`config.mk`:
```
export PLATFORM = sky130hd
export DESIGN_NAME = fnd_scan_ctrl
export DESIGN_NICKNAME = d
export VERILOG_FILES = /design/src/rtl/fnd_pkg.sv /design/src/rtl/bin2bcd_seq.sv /design/src/rtl/fnd_scan_ctrl.sv
export SDC_FILE = /design/constraint.sdc
export NUM_CORES = 1
export LEC_CHECK = 0
export BUFFER_PORTS_ARGS = -buffer_cell sky130_fd_sc_hd__buf_2
export CELL_PAD_IN_SITES_DETAIL_PLACEMENT = 1
export CELL_PAD_IN_SITES_GLOBAL_PLACEMENT = 2
export CORE_UTILIZATION = 40
export CTS_CLUSTER_DIAMETER = 120
export DETAILED_ROUTE_END_ITERATION = 10
export GPL_TIMING_DRIVEN = 0
export MAX_ROUTING_LAYER = met4
export PLACE_DENSITY = 0.81
export SKIP_LAST_GASP = 1
export SYNTH_ARGS = -nofsm -noshare
export SYNTH_HDL_FRONTEND = slang
export SYNTH_SLANG_ARGS = --single-unit
```
`constraint.sdc`:
```
create_clock -name i_clk -period 2.94 [get_ports i_clk]
set_input_delay 0.147 -clock i_clk [delete_from_list [all_inputs] [get_ports i_clk]]
set_output_delay 0.147 -clock i_clk [all_outputs]
set_load 0.005 [all_outputs]
```
`src/rtl/fnd_pkg.sv`:
```
// Shared definitions for the FND scan controller: FSM encoding, widths and the
// leading-zero blank-mask helper used when FND_LEADING_ZERO_BLANK_EN is defined.
package fnd_pkg;

    typedef enum logic [1:0] {
        ST_IDLE   = 2'd0,
        ST_CONV   = 2'd1,
        ST_COMMIT = 2'd2
    } fnd_state_e;

    localparam int FND_DIGITS    = 4;
    localparam int FND_BIN_W     = 14;
    localparam int FND_BCD_W     = 16;
    localparam int FND_MAX_VALUE = 9999;

    // A digit is blank when it and every digit above it are zero; digit 0 always shows.
    function automatic logic [FND_DIGITS-1:0] blank_mask(input logic [FND_BCD_W-1:0] bcd);
        logic [FND_DIGITS-1:0] m;
        logic                  nz;
        m  = '0;
        nz = 1'b0;
        for (int i = FND_DIGITS - 1; i > 0; i--) begin
            nz   = nz | (bcd[i*4 +: 4] != 4'd0);
            m[i] = !nz;
        end
        return m;
    endfunction

endpackage

```
`src/rtl/bin2bcd_seq.sv`:
```
// Sequential double-dabble converter: one add-3/shift iteration per clock,
// FND_BIN_W iterations per conversion; o_done marks the final iteration cycle.
module bin2bcd_seq
    import fnd_pkg::*;
(
    input  logic                 i_clk,
    input  logic                 i_reset,
    input  logic                 i_start,
    input  logic [FND_BIN_W-1:0] i_bin,
    output logic                 o_done,
    output logic [FND_BCD_W-1:0] o_bcd
);

    logic [FND_BCD_W+FND_BIN_W-1:0] r_sr;
    logic [3:0]                     r_cnt;
    logic                           r_busy;
    logic [FND_BCD_W-1:0]           w_adj;

    always_comb begin
        w_adj = r_sr[FND_BIN_W +: FND_BCD_W];
        for (int i = 0; i < FND_DIGITS; i++) begin
            if (r_sr[FND_BIN_W + i*4 +: 4] >= 4'd5)
                w_adj[i*4 +: 4] = r_sr[FND_BIN_W + i*4 +: 4] + 4'd3;
        end
    end

    assign o_done = r_busy && (r_cnt == 4'(FND_BIN_W - 1));
    assign o_bcd  = r_sr[FND_BIN_W +: FND_BCD_W];

    always_ff @(posedge i_clk or posedge i_reset) begin
        if (i_reset) begin
            r_sr   <= '0;
            r_cnt  <= '0;
            r_busy <= 1'b0;
        end else if (i_start) begin
            r_sr   <= {{FND_BCD_W{1'b0}}, i_bin};
            r_cnt  <= '0;
            r_busy <= 1'b1;
        end else if (r_busy) begin
            // The top BCD bit is dropped by the shift; it is always 0 for inputs <= 9999.
            r_sr  <= {w_adj[FND_BCD_W-2:0], r_sr[FND_BIN_W-1:0], 1'b0};
            r_cnt <= r_cnt + 4'd1;
            if (o_done)
                r_busy <= 1'b0;
        end
    end

endmodule

```
`src/rtl/fnd_scan_ctrl.sv`:
```
// Accepts a binary value, converts it to BCD and scans the four digits onto the
// FND decoder. Define FND_LEADING_ZERO_BLANK_EN to blank leading-zero digits.
module fnd_scan_ctrl
    import fnd_pkg::*;
#(
    parameter int CLK_DIV = 100000
) (
    input  logic                 i_clk,
    input  logic                 i_reset,
    input  logic                 i_Valid,
    output logic                 o_Ready,
    input  logic [FND_BIN_W-1:0] i_Value,
    input  logic                 i_En,
    output logic                 o_En,
    output logic [1:0]           o_DigitSelect,
    output logic [3:0]           o_Value,
    output logic                 o_Overflow
);

    localparam int PW = (CLK_DIV > 2) ? $clog2(CLK_DIV) : 1;

    fnd_state_e           r_state, w_state_nxt;
    logic                 w_start, w_commit, w_done;
    logic                 w_ovf_in;
    logic [FND_BIN_W-1:0] w_clamped;
    logic [FND_BCD_W-1:0] w_bcd;
    logic [FND_BCD_W-1:0] r_display;
    logic [FND_DIGITS-1:0] r_blank;
    logic                 r_ovf_pend;
    logic [PW-1:0]        r_presc;
    logic [1:0]           r_idx, w_idx_nxt;
    logic                 w_wrap;

    assign w_ovf_in  = (i_Value > FND_BIN_W'(FND_MAX_VALUE));
    assign w_clamped = w_ovf_in ? FND_BIN_W'(FND_MAX_VALUE) : i_Value;
    assign o_Ready   = (r_state == ST_IDLE);

    bin2bcd_seq u_bin2bcd (
        .i_clk   (i_clk),
        .i_reset (i_reset),
        .i_start (w_start),
        .i_bin   (w_clamped),
        .o_done  (w_done),
        .o_bcd   (w_bcd)
    );

    always_ff @(posedge i_clk or posedge i_reset) begin
        if (i_reset) r_state <= ST_IDLE;
        else         r_state <= w_state_nxt;
    end

    always_comb begin
        w_state_nxt = r_state;
        w_start     = 1'b0;
        w_commit    = 1'b0;
        case (r_state)
            ST_IDLE: begin
                if (i_Valid) begin
                    w_start     = 1'b1;
                    w_state_nxt = ST_CONV;
                end
            end
            ST_CONV:   if (w_done) w_state_nxt = ST_COMMIT;
            ST_COMMIT: begin
                w_commit    = 1'b1;
                w_state_nxt = ST_IDLE;
            end
            default:   w_state_nxt = ST_IDLE;
        endcase
    end

    always_ff @(posedge i_clk or posedge i_reset) begin
        if (i_reset) begin
            r_ovf_pend <= 1'b0;
            r_display  <= '0;
            r_blank    <= '0;
            o_Overflow <= 1'b0;
        end else begin
            if (w_start)
                r_ovf_pend <= w_ovf_in;
            if (w_commit) begin
                r_display  <= w_bcd;
                o_Overflow <= r_ovf_pend;
`ifdef FND_LEADING_ZERO_BLANK_EN
                r_blank    <= blank_mask(w_bcd);
`else
                r_blank    <= '0;
`endif
            end
        end
    end

    // Outputs are registered from the next index so o_DigitSelect moves on the wrap edge itself.
    assign w_wrap    = (r_presc == PW'(CLK_DIV - 1));
    assign w_idx_nxt = w_wrap ? r_idx + 2'd1 : r_idx;

    always_ff @(posedge i_clk or posedge i_reset) begin
        if (i_reset) begin
            r_presc       <= '0;
            r_idx         <= '0;
            o_DigitSelect <= '0;
            o_Value       <= '0;
            o_En          <= 1'b0;
        end else begin
            r_presc       <= w_wrap ? '0 : r_presc + PW'(1);
            r_idx         <= w_idx_nxt;
            o_DigitSelect <= w_idx_nxt;
            o_Value       <= r_display[{w_idx_nxt, 2'b00} +: 4];
            o_En          <= i_En && !r_blank[w_idx_nxt];
        end
    end

endmodule

```
## Word level (Yosys, flattened, before mapping)

Index checks and enable logic that the tools add are counted.
Widths: inputs -> output; s select.

- Bits of input ports: 18
- Logic and storage cells: 59
- Register bits after elaboration: 79
- Output and inout bits: 9

- Mux-type cells: 22
- Eq/ne operators: 6
- Reduce and logical (&&, ||, !) cells: 6
- Shift operators: 1
- $lt $le $gt $ge: 6
- $add $sub $neg: 7

Operator list:

| kind | count |
|---|---|
| $mux 30 | 2 |
| $mux 4 | 5 |
| $add 17x1->17 const B | 1 |
| $eq 17x17->1 const B | 1 |
| $mux 17 | 1 |
| $ge 4x3->1 const B | 4 |
| $shiftx 16x5->4 | 1 |
| $gt 14x14->1 const B | 1 |
| $mux 14 | 1 |
| $add 4x2->4 const B | 3 |
| $mux 1 | 7 |
| $mux 2 | 3 |
| $add 4x1->4 const B | 1 |
| $eq 4x4->1 const B | 1 |
| $pmux 2 s2 | 1 |
| $add 3x2->3 const B | 1 |
| $lt 2x3->1 const B | 1 |
| $mux 3 | 1 |
| $add 2x1->2 const B | 1 |
| $bmux 1 s2 | 1 |
| $eq 2x1->1 const B | 1 |
| $eq 2x2->1 const B | 1 |
| $logic_and 1x1->1 | 2 |
| $logic_not 2->1 | 1 |
| other kinds (5) | 5 |

## Longest topological paths before layout

Gate-level depths: netlist (run 1).

- Depth in word-level cells: 6
- Gate-level depth with buffers: 7
- Mapped depth without buffers: 7

## Cells and area by module

From an unflattened synthesis (run 1), not the netlist that was laid out.

- Cell total of the unflattened synthesis: 395
- Area, all modules: 4,093.9 um^2

Modules (own cells, without submodules):

| module | area each (um^2) | cells each | seq. area each (um^2) | instances |
|---|---|---|---|---|
| fnd_scan_ctrl | 2,124.5 | 188 | 1,101.1 | 1 |
| bin2bcd_seq | 1,969.4 | 207 | 875.8 | 1 |

## Worst setup path before layout (run 1)

Ideal clock, no wire load.

- Path type: register -> register
- Start point: register r_presc[8]
- End point: register o_Value[0]
- Path slack: 1.082 ns
- Data required time: 2.853 ns
- Buffers on the path: 1
- Stages on the path, launching flop included: 7
- Library setup time: 0.087 ns
- Period minus slack after synthesis: 1.858 ns
- Data arrival time: 1.771 ns
- Cells stage by stage: dfrtp_1 > or4b_4 > nor4_4 > buf_6 > nor3_1 > a211o_1 > a22oi_1

- Cells in the longest elaborated chain, start to end: 3

Ends and longest elaborated chain:

| what | line | source |
|---|---|---|
| from (decl) | fnd_scan_ctrl.sv:30 | `logic [PW-1:0] r_presc;` |
| from (signal assigned) | fnd_scan_ctrl.sv:105 | `r_presc <= w_wrap ? '0 : r_presc + PW'(1);` |
| $eq 17x17->1 | fnd_scan_ctrl.sv:94 | `assign w_wrap = (r_presc == PW'(CLK_DIV - 1));` |
| $mux 2 | fnd_scan_ctrl.sv:95 | `assign w_idx_nxt = w_wrap ? r_idx + 2'd1 : r_idx;` |
| $shiftx 16x5->4 | fnd_scan_ctrl.sv:108 | `o_Value <= r_display[{w_idx_nxt, 2'b00} +: 4];` |
| to (signal assigned) | fnd_scan_ctrl.sv:108 |  |
| to (decl) | fnd_scan_ctrl.sv:16 | `output logic [3:0] o_Value,` |

Every way passes these cells.
A chain may end at the register's enable or synchronous reset.

## Worst setup path in the final report (run 1)

Same ends and word-level chain as after synthesis.

==> results of run 1 <==
-- sequential cells by signal, indices dropped and copies added, names as in the netlist --
register          cells
u_bin2bcd.r_sr       30
r_presc              17
r_display            16
o_Value               4
u_bin2bcd.r_cnt       4
r_idx                 2
r_state               2
o_En                  1
o_Overflow            1
r_ovf_pend            1
u_bin2bcd.r_busy      1
-- final cells by class --
cell class / instances / area [sq um]
Timing Repair Buffer: 29 / 177.7
Tap cell: 129 / 161.4
Clock inverter: 4 / 70.07
Sequential cell: 79 / 1977
Fill cell: 1052 / 4903
Buffer: 20 / 86.33
Inverter: 15 / 58.81
Multi-Input combinational cell: 255 / 1758
Clock buffer: 12 / 135.1
-- through the flow --
step	util [%]	std cells	hold WS [ns]	instance area (sq um)
finish	47.43	543	0.06090	4424
global route	47.43	543	0.05273	4424
CTS	47.43	543	0.04892	4424
detailed placement	45.02	525	0.1123	4199
global placement	44.69	524	0.2556	4169
floorplan	-	369	0.1784	3877
-- worst paths after layout --
check / endpoint / slack, ns / depth (start not counted)
min: u_bin2bcd.r_sr[0] / 0.06 / 2
min reg2reg: r_presc[0] / 0.45 / 1
max in group asynchronous: r_idx[1] / 2.06 / 4
min in group asynchronous: u_bin2bcd.r_sr[4] / 0.29 / 3
max reg2reg: o_Value[0] / 0.86 / 6
max: o_Value[0] / 0.86 / 6
-- cell usage in the layout (no fill, tap or decap), drive strengths merged, types with 8 or more instances in the layout --
cell / count
clkbuf: 23
o21ai: 20
xnor2: 12
nand2: 31
nor2: 27
inv: 15
nand3: 10
nand2b: 11
nor3: 8
a21oi: 14
mux2: 11
xor2: 11
dfrtp: 79
ha: 11
mux2i: 27
buf: 36
-- cell usage after synthesis (4+ instances only) --
cell type and number:
nand4_1 7, xor2_1 11, o31ai_1 4, a211oi_1 5
nor3_1 8, xnor2_1 12, ha_1 11, o22ai_1 6
nand2b_1 11, nor2b_1 4, o21ai_1 16, dfrtp_1 79
a21oi_1 14, nand3_1 10, nor2_1 27, inv_1 14
clkbuf_1 11, nand3b_1 5, nand2_1 31, mux2i_1 27
o21ai_0 4, a2bb2oi_1 7, mux2_1 9, buf_1 5
-- layer usage --
metal  routed length (um)  GRT usage, %
met5                    0             -
met4                   84         6.800
met3                  179         2.982
met2                 3999         30.72
met1                 4041         24.76
-- power by group --
part / internal (W) / leakage, nW / total [W] / switching [W]
clock network: 0.000477 / 0.104 / 0.000862 / 0.000384
registers: 0.00142 / 1.02 / 0.00170 / 0.000278
logic: 0.000654 / 0.973 / 0.00141 / 0.000752
-- critical path: cells and delay by family, from the launching register on --
kind                   cells  cell delay (ns)
AND/OR/NAND/NOR            3             0.89
AO/OA/AOI/OAI              2             0.47
flip-flops                 1             0.44
buffers and inverters      1             0.19
-- cells by family (layout without fill, tap and decap cells) --
logic type               count (synthesis)  after routing  synth area share, %
multiplexers                            38             38                10.16
adder cells (fa/ha/maj)                 11             11                3.549
flip-flops                              79             79                50.98
AO/OA/AOI/OAI                           67             67                10.97
buffers and inverters                   35             80                3.678
XOR/XNOR                                23             23                5.195
AND/OR/NAND/NOR                        116            116                15.46
==> summary.txt, run 1 <==
================================================================================
Number of hold-slack violations in the final timing report ........            0
Total Wirelength ..................................................      8305 um
Area of the die ...................................................  10090 sq um
Final clock skew ..................................................  0.009766 ns
Run status ........................................................ finished clean
Final critical-path required period ...............................     2.084 ns
Number of vias in the routed layout ...............................         2794
Post-CTS Repair Setup Buffers .....................................            0
Count of unique library cells instantiated by Yosys ...............           41
Gpl congestion ....................................................       0.7989
Crit start category ...............................................         flop
Global-route wire length before repair ............................     14510 um
Setup repair after global routing missed its margin ...............        false
Vias in the first global route ....................................         2876
Post-DP HPWL ......................................................      5922 um
Number of antenna violations at the first check in global routing .            0
Post-detailed-route count of antenna-violating nets ...............            0
Min-Delay Path Class ..............................................    in -> reg
Std-Cell Core Area ................................................   9328 sq um
Headroom to the max-slew limit ....................................       47.67%
H-tree depth ......................................................            3
Flip-flop cell with the highest count after synthesis .............      dfrtp_1
Via density .......................................................        5.145
# rows ............................................................           35
Total CTS buffers .................................................            9
Type of element capturing the critical path .......................         flop
Leakage power summed over all cells ...............................     2.102 nW
Setup Total Neg Slack .............................................         0 ns
Max-cap viol count ................................................            0
Cell accounting for the most synthesized area .....................      dfrtp_1
First drt pass iteration count ....................................            4
Pin count of the biggest net entering global routing ..............           62
Net total in the final layout .....................................          438
Top fanout value on the critical path .............................           10
Number of enable-type register cells in the synthesized netlist ...            0
Final-report setup violation count ................................            0
Mapped Nets .......................................................          398
Max frequency .....................................................    479.8 MHz
Area growth from synthesis to final layout ........................       14.10%
Flip-flop and latch count after synthesis .........................           79
Syn avg cell area .................................................  10.51 sq um
Number of warnings printed during yosys synthesis .................            0
Port Buffer Count .................................................           26
Number of DRC markers in iteration 0 ..............................           52
Min setup slack post-route ........................................    0.8560 ns
Category of the most critical setup path ..........................   reg -> reg
Maximum VDD drop ..................................................  0.0004026 V
Slowest cell on the critical path .................................       or4b_4
Maximum buffer depth of the clock tree ............................            2
Period Utilization, post-route ....................................       70.89%
Total inserted antenna cells ......................................            0
Power density relative to cell area ............................... 897.2 nW/um^2
Asr flop ratio synth ..............................................       100.0%
Share of post-route cells with drive strength above 1 .............       12.08%
Worst skew pair latency ...........................................      0.34 ns
Clock tree from TritonCTS .........................................          yes
Power, Total ......................................................   0.003970 W
Combined area of all synthesized cells ............................   3877 sq um
Post-synth top area share .........................................       50.98%
Average detailed-routed wire length per instance ..................     15.29 um
Die outline width .................................................     100.5 um
Critical register-to-register path startpoint .....................   r_presc[8]
Cell count after synthesis ........................................          369
Leading post-synthesis cells by cell area ......................... dfrtp_1 (51%), mux2i_1 (7.0%), ha_1 (3.5%)
DRC violation count after routing .................................            0
Data required, critical path ......................................      3.19 ns
Seq/Total Area, Yosys .............................................       50.98%
CTS clk-pin slew, worst paths .....................................      0.08 ns
Die Span Y ........................................................     100.5 um
Boundary Pins .....................................................           27
Cts hold-fix bufs .................................................            2
Number of max-slew violations in the final report .................            0
Transition time at the pin with the least slew margin .............    0.7850 ns
Gr ovfl total .....................................................            0
CTS Root Buffer Type ..............................................     clkbuf_8
Initial Util ......................................................       41.57%
Critical Path Max Stage Delay .....................................      0.57 ns
CP Data Arrival Time ..............................................      2.34 ns
Post-cts resize count .............................................            0
Startpoint of the most critical setup path ........................   r_presc[8]
CTS Sinks .........................................................           79
Worst setup timing slack at the placement stage ...................    0.8693 ns
Worst-path cell chain ............................................. or4b_4, nor4_4, buf_6, nor3_1, a211o_1, a22oi_1
Overall global routing resource usage .............................       19.16%
Hold path startpoint ..............................................   i_Value[0]
================================================================================
(Power assumes the default switching activity.)
==> run 2: changes to the inputs <==
- clock period: 2.94 -> 2.1 ns (I/O delays scaled with it)
==> run 2 against run 1 <==
  * The run now ends with negative setup slack left
  * Clock skew grew 0.00090 ns
  * Critical path depth is the same
  * Core utilization grew 1.4 points
  * Clock-buffer cell count shrank 2
  * First-iteration DRC count grew 120%
  * Hold slack lost 0.040 ns
  * Largest cell class unchanged
  * Largest power group unchanged
==> summary.txt, run 2 (synthesis results as in run 1) <==
================================================================================
Slowest cell on the critical path .................................       or4b_4
Critical Path Max Stage Delay .....................................      0.56 ns
Number of hold-slack violations in the final timing report ........            0
Run status ........................................................ finished, violations left
Met3 wire len .....................................................       189 um
Number of antenna violations at the first check in global routing .            0
Area growth from synthesis to final layout ........................       17.55%
Die Span Y ........................................................     100.5 um
Final-report setup violation count ................................            2
Area of the die ...................................................  10090 sq um
Crit start category ...............................................         flop
Final critical-path required period ...............................     2.118 ns
Top fanout value on the critical path .............................            4
Average detailed-routed wire length per instance ..................     15.33 um
Transition time at the pin with the least slew margin .............    0.7349 ns
Global-route wire length before repair ............................     14700 um
# rows ............................................................           35
Total Wirelength ..................................................      8495 um
Overall global routing resource usage .............................       19.48%
Violated checks ................................................... negative setup slack
Headroom to the max-slew limit ....................................       51.01%
Number of vias in the routed layout ...............................         2885
Port Buffer Count .................................................           26
First drt pass iteration count ....................................            4
Leading cell type in the layout, fill and taps excluded ...........      dfrtp_1
Period Utilization, post-route ....................................       100.9%
Std-Cell Core Area ................................................   9328 sq um
Largest register FFs ..............................................           30
Category of the most critical setup path ..........................   reg -> reg
Post-DP HPWL ......................................................      6075 um
Routed length on met2 .............................................      4279 um
Type of element capturing the critical path .......................         flop
Total CTS buffers .................................................            9
Worst-path cell chain ............................................. or4b_4, nor4_4, buf_4, nand2b_1, o211ai_1, a22oi_2
Total inserted antenna cells ......................................            0
Maximum buffer depth of the clock tree ............................            2
CTS Sinks .........................................................           79
Min-Delay Path Class ..............................................    in -> reg
Commonest cells after routing, fill and taps aside ................ dfrtp_1 (76), nand2_1 (31), buf_2 (28)
Number of DRC markers in iteration 0 ..............................          115
Power, Total ......................................................   0.005597 W
Setup repair after global routing missed its margin ...............         true
Setup Total Neg Slack .............................................  -0.02062 ns
Post-place instance area ..........................................   4213 sq um
Most flop-heavy register .......................................... u_bin2bcd.r_sr
Topmost layer with routed signal wires ............................         met4
DRC violation count after routing .................................            0
H-tree depth ......................................................            3
Die outline width .................................................     100.5 um
Biggest regs ...................................................... u_bin2bcd.r_sr (30), r_presc (17), r_display (16)
Maximum VDD drop ..................................................  0.0006260 V
Vias in the first global route ....................................         2939
CTS Root Buffer Type ..............................................     clkbuf_8
Worst skew pair latency ...........................................      0.35 ns
Via density .......................................................        5.208
Boundary Pins .....................................................           27
Leakage power summed over all cells ...............................     2.153 nW
Min setup slack post-route ........................................  -0.01787 ns
Clock tree from TritonCTS .........................................          yes
Worst hold slack ..................................................   0.02073 ns
Final std cell area, no fill ......................................   4558 sq um
Power density relative to cell area ............................... 1228 nW/um^2
Share of post-route cells with drive strength above 1 .............       15.29%
CTS clk-pin slew, worst paths .....................................      0.08 ns
Gr ovfl total .....................................................            0
Net total in the final layout .....................................          449
Data required, critical path ......................................      2.32 ns
CP Data Arrival Time ..............................................      2.34 ns
Max-cap viol count ................................................            0
Number of max-slew violations in the final report .................            0
Total routed wire length on the met1 layer ........................      3846 um
Gpl congestion ....................................................       0.7890
Initial Util ......................................................       41.57%
Final clock skew ..................................................   0.01066 ns
Post-detailed-route count of antenna-violating nets ...............            0
Max frequency .....................................................    472.2 MHz
Pin count of the biggest net entering global routing ..............           35
================================================================================
==> run 2: metrics by stage <==
stage               setup slack, ns  cells  util [%]
floorplan                    0.2421    369         -
global placement            0.06072    524     44.74
detailed placement          0.03550    526     45.16
CTS                       -0.002901    547     47.98
global route               -0.08663    554     48.87
finish                     -0.01787    554     48.87
==> run 2: where the power goes <==
part	switching [W]	total [W]	internal (W)
combinational	0.00106	0.00199	0.000924
clock	0.000564	0.00123	0.000666
sequential	0.000387	0.00238	0.00199
total	0.00201	0.00560	0.00358
==> run 2: path summary, 6_finish.rpt <==
kind / start / endpoint / slack (ns) / cells past startpoint
hold / removal: i_Value[9] / u_bin2bcd.r_sr[9] / 0.02 / 2
setup / recovery: r_presc[12] / o_Value[0] / -0.02 / 6
max in group asynchronous: i_reset / u_bin2bcd.r_sr[13] / 1.08 / 5
hold reg to reg: r_presc[0] / r_presc[0] / 0.46 / 1
min in group asynchronous: i_reset / o_En / 0.31 / 3
setup reg to reg: r_presc[12] / o_Value[0] / -0.02 / 6
==> run 2: worst max-delay path, delay by kind of cell, from the launching register on <==
| family | cells | cell delay [ns] |
|---|---|---|
| compound gates | 2 | 0.36 |
| buf+inv | 1 | 0.18 |
| flops | 1 | 0.41 |
| simple gates | 3 | 1.04 |
==> run 2: cell type report <==
type	count	area, sq um
buffer	20	92.59
clock buffer	10	127.6
clock inverter	6	85.08
fill	1049	4770
inverter	15	60.06
multi-input combinational	255	1767
sequential	79	1981
tap	129	161.4
timing repair buffer	40	284.0
==> run 2: timing repair <==
item / 4_1_cts / 5_1_grt
endpoints found under the setup margin: 1 / 4
buffers inserted: 0 / 7
pin swaps: 0 / 8
hold endpoints to repair: 22 / 0
cloned: 0 / 0
hold buffers: 5 / 0
resized for setup: 0 / 14
==> run 2: routing by layer <==
metal,global-route usage [%],vias up
met3,3.121,15
met5,-,-
li1,-,1394
met2,32.19,47
met1,24.20,1429
met4,7.135,0
==> run 3: changes to the inputs <==
- ABC_AREA: default -> 1
- CORE_UTILIZATION: 40 -> 37
- PLACE_DENSITY: 0.81 -> 0.8
==> run 3 against run 2 <==
  * The run now ends clean
  * Sequential cell count unchanged
  * First-iteration DRC count increased by 8.7%
  * Cell count increased by 18%
  * Critical endpoint is now o_Value[3]
  * Via count increased by 9.4%
  * Synthesized cell count increased by 26%
==> summary.txt, run 3 <==
================================================================================
Net total in the final layout .....................................          539
Number of warnings printed during yosys synthesis .................            0
CTS Sinks .........................................................           79
Max frequency .....................................................    594.9 MHz
Gr ovfl total .....................................................            0
Transition time at the pin with the least slew margin .............    0.4457 ns
Boundary Pins .....................................................           27
Std-Cell Core Area ................................................  10320 sq um
Maximum VDD drop ..................................................  0.0004077 V
Top cell types by occurrence after synthesis ...................... nand2_1 (87), dfrtp_1 (79), inv_1 (68), o21ai_0 (56), nor2_1 (37)
Die Span Y ........................................................     105.3 um
Data required, critical path ......................................      2.36 ns
Max-cap viol count ................................................            0
Number of DRC markers in iteration 0 ..............................          125
Simple-gate share of the synthesized area .........................       22.68%
Flip-flop and latch count after synthesis .........................           79
Clock tree from TritonCTS .........................................          yes
Mux share of post-synthesis cell area .............................           0%
Average detailed-routed wire length per instance ..................     13.91 um
Combined area of all synthesized cells ............................   3945 sq um
Crit start category ...............................................         flop
Seq/Total Area, Yosys .............................................       50.11%
Final critical-path required period ...............................     1.681 ns
# rows ............................................................           37
Leading cell type in the layout, fill and taps excluded ...........      nand2_1
Via density .......................................................        4.849
Biggest regs ...................................................... u_bin2bcd.r_sr (30), r_presc (17), r_display (16)
Type of element capturing the critical path .......................         flop
Gpl congestion ....................................................       0.7507
Die outline width .................................................     105.3 um
Sw frac ...........................................................       38.00%
Total Wirelength ..................................................      9057 um
Setup repair after global routing missed its margin ...............        false
Top fanout value on the critical path .............................            9
Synthesized-area fraction occupied by xor and xnor cells ..........       1.332%
Power Internal ....................................................   0.003224 W
Leading post-synthesis cells by cell area ......................... dfrtp_1 (50%), nand2_1 (8.3%), o21ai_0 (7.1%)
Port Buffer Count .................................................           26
Leakage power summed over all cells ...............................     2.263 nW
Total CTS buffers .................................................            9
Flip-flop cell with the highest count after synthesis .............      dfrtp_1
Setup Total Neg Slack .............................................         0 ns
Combinational family with the most area after synthesis ........... simple AND/OR/NAND/NOR gates
CTS Root Buffer Type ..............................................     clkbuf_8
Asr flop ratio synth ..............................................       100.0%
Cell count after synthesis ........................................          464
Global-route wire length before repair ............................     15930 um
Initial Util ......................................................       38.21%
Total inserted antenna cells ......................................            0
Syn avg cell area .................................................  8.502 sq um
Pin count of the biggest net entering global routing ..............           34
Sum of buffers and inverters on the critical path .................            1
Number of hold-slack violations in the final timing report ........            0
First drt pass iteration count ....................................            4
Adder and majority cell fraction of the synthesized area ..........       3.489%
Run status ........................................................ finished clean
Power density relative to cell area ............................... 1142 nW/um^2
Mapped Nets .......................................................          493
Largest register FFs ..............................................           30
Period Utilization, post-route ....................................       80.05%
Core occupancy in the finished layout .............................       44.13%
Area of the die ...................................................  11080 sq um
Number of antenna violations at the first check in global routing .            0
Number of enable-type register cells in the synthesized netlist ...            0
Cell family with most CP delay .................................... simple AND/OR/NAND/NOR gates
Critical Path Max Stage Delay .....................................      0.41 ns
Cell accounting for the most synthesized area .....................      dfrtp_1
Most flop-heavy register .......................................... u_bin2bcd.r_sr
Final-report setup violation count ................................            0
Cell Count Post-Placement .........................................          628
Worst skew pair latency ...........................................      0.36 ns
Post-synthesis compound-gate area fraction ........................       13.99%
Maximum buffer depth of the clock tree ............................            2
Share of power burned in registers ................................        43.3%
Gate power share ..................................................        34.7%
Number of vias in the routed layout ...............................         3157
Overall global routing resource usage .............................       18.81%
Count of unique library cells instantiated by Yosys ...............           36
Leading cell type by number of instances after synthesis ..........      nand2_1
CTS clk-pin slew, worst paths .....................................      0.09 ns
Share of total power in the clock network .........................        22.0%
Area growth from synthesis to final layout ........................       15.48%
Post-DP HPWL ......................................................      6732 um
Post-CTS Repair Setup Buffers .....................................            0
Net Sw Power ......................................................   0.001977 W
Post-cts resize count .............................................            0
Category of the most critical setup path ..........................   reg -> reg
Headroom to the max-slew limit ....................................       70.29%
Final clock skew ..................................................  0.006007 ns
Vias in the first global route ....................................         3254
Slowest cell on the critical path .................................      dfrtp_1
Share of post-route cells with drive strength above 1 .............       14.76%
Final cell count without fillers ..................................          651
H-tree depth ......................................................            3
Most numerous cell on the critical path ...........................      nand2_1
Commonest cells after routing, fill and taps aside ................ nand2_1 (87), dfrtp_1 (79), inv_1 (67)
Post-detailed-route count of antenna-violating nets ...............            0
Worst-path cell chain ............................................. ha_1, nand2_1, clkinv_1, nand2_2, nor2_8, nand2_4, nand2_8, nand2_4, nand2_1, nand3_1, nand2_1
DRC violation count after routing .................................            0
Post-synth top area share .........................................       50.11%
Min-Delay Path Class ..............................................    in -> reg
CP Data Arrival Time ..............................................      1.94 ns
Number of max-slew violations in the final report .................            0
================================================================================
run 3: power groups by stage:
stage	clock [W]	combinational [W]	sequential, W
after floorplan	0	0.00132	0.00221
after global placement	0	0.00174	0.00227
after detailed placement	0	0.00182	0.00228
after CTS	0.00119	0.00184	0.00225
after global routing	0.00124	0.00211	0.00232
final	0.00115	0.00180	0.00225
run 3: repair_timing:
item / in CTS / in global routing
hold endpoints to repair: 21 / 0
hold buffers: 7 / 0
setup endpoints to repair: 0 / 0
run 3: kinds of logic (layout without fill, tap and decap cells):
| kind of cell | count (synthesis) | after routing |
|---|---|---|
| AOI/OAI and AO/OA | 99 | 99 |
| xor gates and xnor gates | 6 | 6 |
| adders and majority gates | 11 | 11 |
| buffers and inverters | 83 | 134 |
| DFF | 79 | 79 |
| and+or+nand+nor | 186 | 186 |
run 3: worst reg2reg max path, delay by kind of cell (launching register included):
kind | cells | cell delay (ns)
buf+inv | 1 | 0.11
simple gates | 9 | 0.86
fa+ha+maj | 1 | 0.22
flops | 1 | 0.41
run 3: path summary, 6_finish.rpt:
kind                                 endpoint  cells after the start  slack (ns)       start
min in group asynchronous  u_bin2bcd.r_cnt[2]                      3        0.28     i_reset
max reg2reg                        o_Value[3]                     11        0.42  r_presc[0]
max                                o_Value[3]                     11        0.42  r_presc[0]
min reg2reg                        r_presc[0]                      1        0.49  r_presc[0]
min                         u_bin2bcd.r_sr[8]                      3        0.02  i_Value[8]
max in group asynchronous  u_bin2bcd.r_sr[20]                      5        1.10     i_reset
run 3: metal layers:
metal	wire length [um]	track usage, %	up-vias	share of wire (%)
met2	4278	29.65	37	47
met3	159	2.412	14	1.8
met1	4437	24.52	1502	49
met5	0	-	-	0
met4	182	7.847	0	2.0
li1	-	-	1604	-
run 3: stage by stage:
stage / cell area, sq um / power [W] / worst slack, ns / hold slack (ns)
3_3_place_gp: 4249 / 0.004004 / 0.4112 / 0.2131
5_1_grt: 4556 / 0.005667 / 0.2485 / 0.04180
2_1_floorplan: 3949 / 0.003536 / 0.6374 / 0.1364
3_5_place_dp: 4289 / 0.004100 / 0.3842 / 0.1256
4_1_cts: 4556 / 0.005279 / 0.3767 / 0.003634
6_report: 4556 / 0.005201 / 0.4190 / 0.01843
run 3: final cells by class:
cell class	instances	area, sq um
inverters	74	284.0
repair buffers	35	240.2
multi-input cells	302	1637
well taps	136	170.2
clock buffers	9	123.9
flip-flops and latches	79	1977
plain buffers	9	51.30
clock inverters	7	72.57
fillers	1231	5768
